### src/rtl/if_stage.sv
// Instruction-fetch stage and IF/ID pipeline register for the 5-stage RV32I pipeline.
// Optional performance counters are built when FETCH_PERF_CNT_EN is defined.
module if_stage #(
  parameter logic [31:0] RESET_PC  = 32'h0000_0000,
  parameter logic [31:0] NOP_INSTR = 32'h0000_0013
) (
  input  logic        clk,
  input  logic        reset,
  input  logic        stall_i,
  input  logic        flush_i,
  input  logic [31:0] redirect_pc_i,
  output logic        imem_req_o,
  output logic [31:0] imem_addr_o,
  input  logic        imem_ready_i,
  input  logic [31:0] imem_rdata_i,
  output logic [31:0] pc_o,
  output logic [31:0] ifid_pc_o,
  output logic [31:0] ifid_pc4_o,
  output logic [31:0] ifid_instr_o,
  output logic        ifid_valid_o,
  output logic        misalign_o,
  output logic [31:0] fetched_cnt_o,
  output logic [31:0] flush_cnt_o,
  output logic [31:0] stall_cnt_o
);

  localparam int unsigned XLEN = 32;

  typedef enum logic [1:0] {
    BOOT    = 2'd0,
    FETCH   = 2'd1,
    DISCARD = 2'd2
  } state_e;

  state_e            state_q;
  logic [XLEN-1:0]   pc_q;
  logic [XLEN-1:0]   pending_pc_q;
  logic [XLEN-1:0]   ifid_pc_q;
  logic [XLEN-1:0]   ifid_instr_q;
  logic              ifid_valid_q;
  logic              misalign_q;
  logic [XLEN-1:0]   redirect_pc_d;
  logic              fetch_load;

  assign redirect_pc_d = {redirect_pc_i[XLEN-1:2], 2'b00};
  assign fetch_load    = (state_q == FETCH) && !flush_i && !stall_i && imem_ready_i;

  // Fetch FSM, PC and IF/ID register; flush beats stall beats a normal fetch.
  always_ff @(posedge clk) begin
    if (reset) begin
      state_q      <= BOOT;
      pc_q         <= RESET_PC;
      pending_pc_q <= '0;
      ifid_pc_q    <= '0;
      ifid_instr_q <= NOP_INSTR;
      ifid_valid_q <= 1'b0;
      misalign_q   <= 1'b0;
    end else begin
      misalign_q <= flush_i && (redirect_pc_i[1:0] != 2'b00);
      unique case (state_q)
        BOOT: begin
          state_q <= FETCH;
          if (flush_i) begin
            pc_q         <= redirect_pc_d;
            ifid_instr_q <= NOP_INSTR;
            ifid_valid_q <= 1'b0;
          end
        end
        FETCH: begin
          if (flush_i) begin
            ifid_instr_q <= NOP_INSTR;
            ifid_valid_q <= 1'b0;
            if (imem_ready_i) begin
              pc_q <= redirect_pc_d;
            end else begin
              // Outstanding request must complete at the old address first.
              pending_pc_q <= redirect_pc_d;
              state_q      <= DISCARD;
            end
          end else if (!stall_i) begin
            if (imem_ready_i) begin
              ifid_pc_q    <= pc_q;
              ifid_instr_q <= imem_rdata_i;
              ifid_valid_q <= 1'b1;
              pc_q         <= pc_q + XLEN'(4);
            end else begin
              ifid_instr_q <= NOP_INSTR;
              ifid_valid_q <= 1'b0;
            end
          end
        end
        DISCARD: begin
          if (flush_i) pending_pc_q <= redirect_pc_d;
          if (imem_ready_i) begin
            pc_q    <= flush_i ? redirect_pc_d : pending_pc_q;
            state_q <= FETCH;
          end
        end
        default: state_q <= BOOT;
      endcase
    end
  end

  assign imem_req_o   = (state_q != BOOT);
  assign imem_addr_o  = pc_q;
  assign pc_o         = pc_q;
  assign ifid_pc_o    = ifid_pc_q;
  assign ifid_pc4_o   = ifid_pc_q + XLEN'(4);
  assign ifid_instr_o = ifid_instr_q;
  assign ifid_valid_o = ifid_valid_q;
  assign misalign_o   = misalign_q;

`ifdef FETCH_PERF_CNT_EN
  logic [XLEN-1:0] fetched_cnt_q;
  logic [XLEN-1:0] flush_cnt_q;
  logic [XLEN-1:0] stall_cnt_q;

  // Free-running wrap-around event counters.
  always_ff @(posedge clk) begin
    if (reset) begin
      fetched_cnt_q <= '0;
      flush_cnt_q   <= '0;
      stall_cnt_q   <= '0;
    end else begin
      if (fetch_load) fetched_cnt_q <= fetched_cnt_q + XLEN'(1);
      if (flush_i)    flush_cnt_q   <= flush_cnt_q + XLEN'(1);
      if (stall_i && !flush_i && (state_q == FETCH)) stall_cnt_q <= stall_cnt_q + XLEN'(1);
    end
  end

  assign fetched_cnt_o = fetched_cnt_q;
  assign flush_cnt_o   = flush_cnt_q;
  assign stall_cnt_o   = stall_cnt_q;
`else
  logic unused_fetch_load;
  assign unused_fetch_load = fetch_load;
  assign fetched_cnt_o = '0;
  assign flush_cnt_o   = '0;
  assign stall_cnt_o   = '0;
`endif

endmodule

### config.mk
export PLATFORM = sky130hd
export DESIGN_NAME = if_stage
export DESIGN_NICKNAME = d
export VERILOG_FILES = /design/src/rtl/if_stage.sv
export SDC_FILE = /design/constraint.sdc
export NUM_CORES = 1
export LEC_CHECK = 0
export ABC_AREA = 1
export BUFFER_PORTS_ARGS = -buffer_cell sky130_fd_sc_hd__buf_2
export CORE_MARGIN = 2
export CORE_UTILIZATION = 54
export CTS_CLUSTER_SIZE = 8
export DETAILED_ROUTE_END_ITERATION = 7
export PLACE_DENSITY = 0.95
export SLEW_MARGIN = 40
export SYNTH_ARGS = -nofsm -noshare
export SYNTH_HDL_FRONTEND = slang
export SYNTH_SLANG_ARGS = --single-unit
### constraint.sdc
create_clock -name clk -period 4.2 [get_ports clk]
set_clock_uncertainty 0.15 [all_clocks]
set_input_delay 0.63 -clock clk [delete_from_list [all_inputs] [get_ports clk]]
set_output_delay 0.63 -clock clk [all_outputs]
set_load 0.005 [all_outputs]
==> flow_summary.toml, run 1 <==
[run_status]
status = "finished, final reports clean"

[floorplanning]
die_area_um2 = 16600
initial_utilization_pct = 55.3
top_level_ports = 328
floorplan.rows = 45
die_w_um = 129
fp.coreArea_um2 = 15200
die_height_um = 129

[clock_tree]
htreeDepth = 4
cts_root_buf = "clkbuf_16"
cts_buffer_depth = 2
cts_tree = "done"
clock_latency_ns = 0.43
cts_setup_buffers = 0
cts-buffers-inserted = 17
cts.sinks = 132
clkTransAtPathRegs_ns = 0.06
hold_buffers = 0
cts_resized = 0

[yosys]
seq_area_frac_synth_pct = 31.5
ys_seq_elements = 132
synthTopCellsByArea = "dfxtp_1, nand2_1, buf_4"
synthArstFlopShare_pct = 0
synth_top_cell_area_share_pct = 31.5
yosysMostFrequentCell = "nand2_1"
synth_mux_area_share_pct = 0
yosysTopAreaCell = "dfxtp_1"
synth_compound_area_share_pct = 17.7
syn_area_per_cell_um2 = 6.52
yosysUniqueCellTypes = 40
synth_top_family_by_area = "simple AND/OR/NAND/NOR gates"
synth_edf_count = 0
synthAdderAreaFrac_pct = 1.04
syn_inst = 1288
synthesis.area_um2 = 8400
synthXorXnorAreaFrac_pct = 3.34
synthSimpleGateAreaFrac_pct = 29.4
yosys_warnings = 0
yosys_most_used_dff = "dfxtp_1"
synth_top_cells_by_count = "nand2_1, a21oi_1, nor2_1"

[global_routing]
overflow = 0
grt_max_degree = 71
gr-usage-all-layers_pct = 28.7
grt_pass1_vias = 7537
antenna_found_initial = 4
grt_pass1_wl_um = 37800

[layout]
syn2layout_area_growth_pct = 13.9
layout.cells.non_filler = 1653
drive_gt1_share_pct = 21.8
nNetsFinal = 1524

[sta]
rsz0062_at_grt = "false"
tightest_slew_ns = 0.802
slew_headroom_pct = 46.2
fmax_mhz = 315
holdWs_ns = 0.277
finalCriticalPeriod_ns = 3.18
tns_ns = 0
post-route-period-util_pct = 75.7
slew_viol_final = 0
setup_viol_count_final = 0
hold_violations = 0

[worst_setup_path]
cp_cell_sequence = "ha_1 > nand2_1 > nor3_2 > nand2_1 > nor2_1 > nand3_1 > nor3_1 > a21oi_1 > a21oi_1 > buf_2"
arrival_ns = 2.40
cp.required_ns = 3.42
cp_max_fo = 5
crit_path_end_kind = "output pin"
crit_path_start_kind = "register"
path_class = "reg -> out"
slowest_stage = "dfxtp_1"
slowest_delay_ns = 0.40

[drt]
drt-wirelength-per-cell_um = 15.0
via_per_inst = 5.35
drt_first_pass_iters = 5
finalWirelength_um = 24800
drt_iter0_drc = 900
vias = 8844
ant_nets = 0
drcViolationCount = 0

[job]
maxCapViolCount = 0

[place]
dp.cells = 1617
place_congestion = 0.898
dp_hpwl_um = 17600
place.port_buffers = 231

[pwr]
pwr_density_cell_nw_per_um2 = 617
power.leakage_nw = 4.47
ir_worst_vdd_mv = 0.356
power.total_mw = 5.90

[worst_hold_path]
hold_class = "in -> reg"
[kinds of logic after synthesis]
logic type | after synthesis
AO/OA/AOI/OAI | 289
XOR/XNOR | 32
buffers and inverters | 244
adder cells (fa/ha/maj) | 7
flip-flops | 132
other | 1
AND/OR/NAND/NOR | 583
[power by group]
| group | switching [mW] | leakage (nW) | total (mW) | internal [mW] |
|---|---|---|---|---|
| Clock | 0.565 | 0.262 | 1.44 | 0.880 |
| Sequential | 0.490 | 1.08 | 2.06 | 1.57 |
| Combinational | 1.54 | 3.14 | 2.40 | 0.857 |
[worst max-delay path: cells and delay by family (launching register included)]
family                     cells  cell delay [ns]
buffers and inverters          1             0.13
adders and majority gates      1             0.20
and+or+nand+nor                6             0.99
DFF                            1             0.40
AOI/OAI and AO/OA              2             0.25
[cell type report]
cell class	count	area, um2
Inverter	52	205
Sequential cell	132	2640
Timing Repair Buffer	238	1210
Tap cell	188	235
Multi-Input combinational cell	1007	4690
Antenna cell	5	12.5
Clock buffer	18	439
Clock inverter	13	136
Fill cell	1308	5630
[per-layer routing]
layer / global-route usage (%) / part of all wire [%] / up-vias
met3: 6.61 / 9.9 / 47
met1: 38.0 / 41 / 4018
met2: 45.4 / 47 / 489
met5: 0 / 0.052 / -
met4: 11.5 / 2.1 / 2
li1: - / - / 4288
[cell usage in the layout (no fill, tap or decap), drive strengths merged, types with 18 or more instances in the layout]
master / n
nand2: 351
buf: 238
a21oi: 188
nor2: 168
dfxtp: 132
conb: 96
o21ai: 86
inv: 51
nand3: 32
xor2: 22
clkbuf: 18
[worst paths after layout]
kind / endpoint / depth (start not counted) / from / slack (ns)
max: ifid_pc4_o[20] / 10 / ifid_pc_o[2] / 1.02
min: ifid_instr_o[0] / 3 / imem_rdata_i[0] / 0.28
max reg2reg: imem_addr_o[17] / 7 / state_q[0] / 1.19
min reg2reg: ifid_instr_o[28] / 2 / ifid_instr_o[28] / 0.31
[registers in the layout (all words and copies together) (netlist names)]
signal        cells
state_q           2
imem_addr_o      32
ifid_instr_o     32
ifid_pc_o        32
misalign_o        1
ifid_valid_o      1
pending_pc_q     32
[through the flow]
| step | worst slack (ns) | area (um2) | util (%) |
|---|---|---|---|
| 2_1_floorplan | 1.82 | 8760 | - |
| 3_3_place_gp | 1.35 | 8980 | 59.0 |
| 3_5_place_dp | 1.30 | 8980 | 59.1 |
| 4_1_cts | 0.991 | 9560 | 62.9 |
| 5_1_grt | 0.767 | 9560 | 62.9 |
| 6_report | 1.02 | 9570 | 62.9 |
Note: power is estimated with default switching activity, not from simulation.
==> inputs of run 2 (changes only) <==
CORE_UTILIZATION = 50   (was 54)
PLACE_DENSITY = 0.93   (was 0.95)
clock period = 3.3 ns   (was 4.2 ns; I/O delays follow)
==> run 2 against run 1 <==
Register-to-register slack got worse by 0.48 ns. Total power grew 33%. Critical path depth unchanged. Clock power increased by 46%. Utilization is 4.0 points lower. Largest power group unchanged. Combinational power grew 29%. Die area rose by 7.8%. Design area rose by 1.7%.
==> flow_summary.toml, run 2 (synthesized netlist as in run 1, its figures left out) <==
[floorplanning]
floorplan.rows = 47
die_height_um = 134
top_level_ports = 328
die_area_um2 = 17900
fp.coreArea_um2 = 16500
initial_utilization_pct = 50.8
die_w_um = 134

[clock_tree]
cts_root_buf = "clkbuf_16"
cts-buffers-inserted = 17
cts_buffer_depth = 2
cts_tree = "done"
hold_buffers = 0
cts_setup_buffers = 0
htreeDepth = 4
clkTransAtPathRegs_ns = 0.06
cts_resized = 0
clock_latency_ns = 0.44
cts.sinks = 132

[global_routing]
grt_pass1_wl_um = 39800
grtUsageMet3_pct = 6.74
use_met2_pct = 46.0
gr-usage-all-layers_pct = 27.8
use_met1_pct = 35.5
busiest_layer = "met2"
grt_pass1_vias = 7811
antenna_found_initial = 3
overflow = 0
grt_max_degree = 63

[worst_setup_path]
cp.required_ns = 2.65
arrival_ns = 2.36
path_class = "reg -> out"
r2r_setup_slack_ns = 0.71
cp_max_fo = 5
crit_path_end_kind = "output pin"
crit_path_start_kind = "register"

[place]
dp_hpwl_um = 18500
pre_cts_slack_ns = 0.741
dp.cells = 1655
place_congestion = 0.917
place.port_buffers = 231
placed_area_um2 = 9070

[drt]
ant_nets = 0
drt_first_pass_iters = 6
drt_iter0_drc = 971
drt-wirelength-per-cell_um = 15.1
vias = 8792
via_per_inst = 5.21
drcViolationCount = 0
finalWirelength_um = 25500

[sta]
slew_headroom_pct = 45.9
setup_viol_count_final = 0
fmax_mhz = 333
tightest_slew_ns = 0.807
holdWs_ns = 0.135
rsz0062_at_grt = "false"
slew_viol_final = 0
post-route-period-util_pct = 91.0
finalCriticalPeriod_ns = 3.00
hold_violations = 0
worst_slack_ns = 0.298
tns_ns = 0

[pwr]
ir_worst_vdd_mv = 0.501
power.total_mw = 7.83
pwr_density_cell_nw_per_um2 = 804
power.leakage_nw = 4.55

[layout]
nNetsFinal = 1530
nFillCells = 1459
layout_commonest_cell = "nand2_1"
final_cell_mix = "nand2_1, buf_2, a21oi_1, nor2_1, dfxtp_1"
layout.cells.non_filler = 1689
drive_gt1_share_pct = 22.2
syn2layout_area_growth_pct = 15.9
utilization_pct = 58.9
finalInstanceArea_um2 = 9730

[run_status]
status = "finished, final reports clean"

[worst_hold_path]
hold_class = "in -> reg"

[job]
maxCapViolCount = 0
run 2: critical path, cell delays in order, from the launching register on:
cell,delay (ns)
dfxtp_1,0.40
ha_1,0.22
nand2_1,0.09
nor3_2,0.25
nand2_1,0.16
nor2_4,0.17
nand2_2,0.09
nor3_2,0.19
nand2_1,0.10
xnor2_1,0.14
buf_2,0.13
run 2: path summary, 6_finish.rpt:
kind                                        from                to  depth (start not counted)
worst min register to register  ifid_instr_o[19]  ifid_instr_o[19]                          2
worst min-delay path             imem_rdata_i[1]   ifid_instr_o[1]                          3
worst max-delay path                ifid_pc_o[2]    ifid_pc4_o[26]                         10
worst max register to register        state_q[0]   imem_addr_o[17]                          6
run 2: layout make-up:
| type | count | area (um2) | share of cell area (%) |
|---|---|---|---|
| Multi-Input combinational cell | 1007 | 4690 | 48.2 |
| Sequential cell | 132 | 2640 | 27.1 |
| Timing Repair Buffer | 244 | 1270 | 13.0 |
| Clock buffer | 17 | 425 | 4.37 |
| Tap cell | 220 | 275 | 2.83 |
| Clock inverter | 15 | 230 | 2.37 |
| Inverter | 52 | 200 | 2.06 |
| Antenna cell | 2 | 5.00 | 0.0514 |
run 2: power breakdown:
| group | internal [mW] | switching [mW] | total, mW |
|---|---|---|---|
| clock | 1.35 | 0.756 | 2.10 |
| combinational | 1.13 | 1.98 | 3.10 |
| sequential | 1.99 | 0.627 | 2.62 |
run 2: routing by layer:
layer | share of wire [%] | wire length (um)
met1 | 40 | 10300
met2 | 48 | 12200
met3 | 9.3 | 2370
met4 | 2.5 | 628
met5 | 0.051 | 13
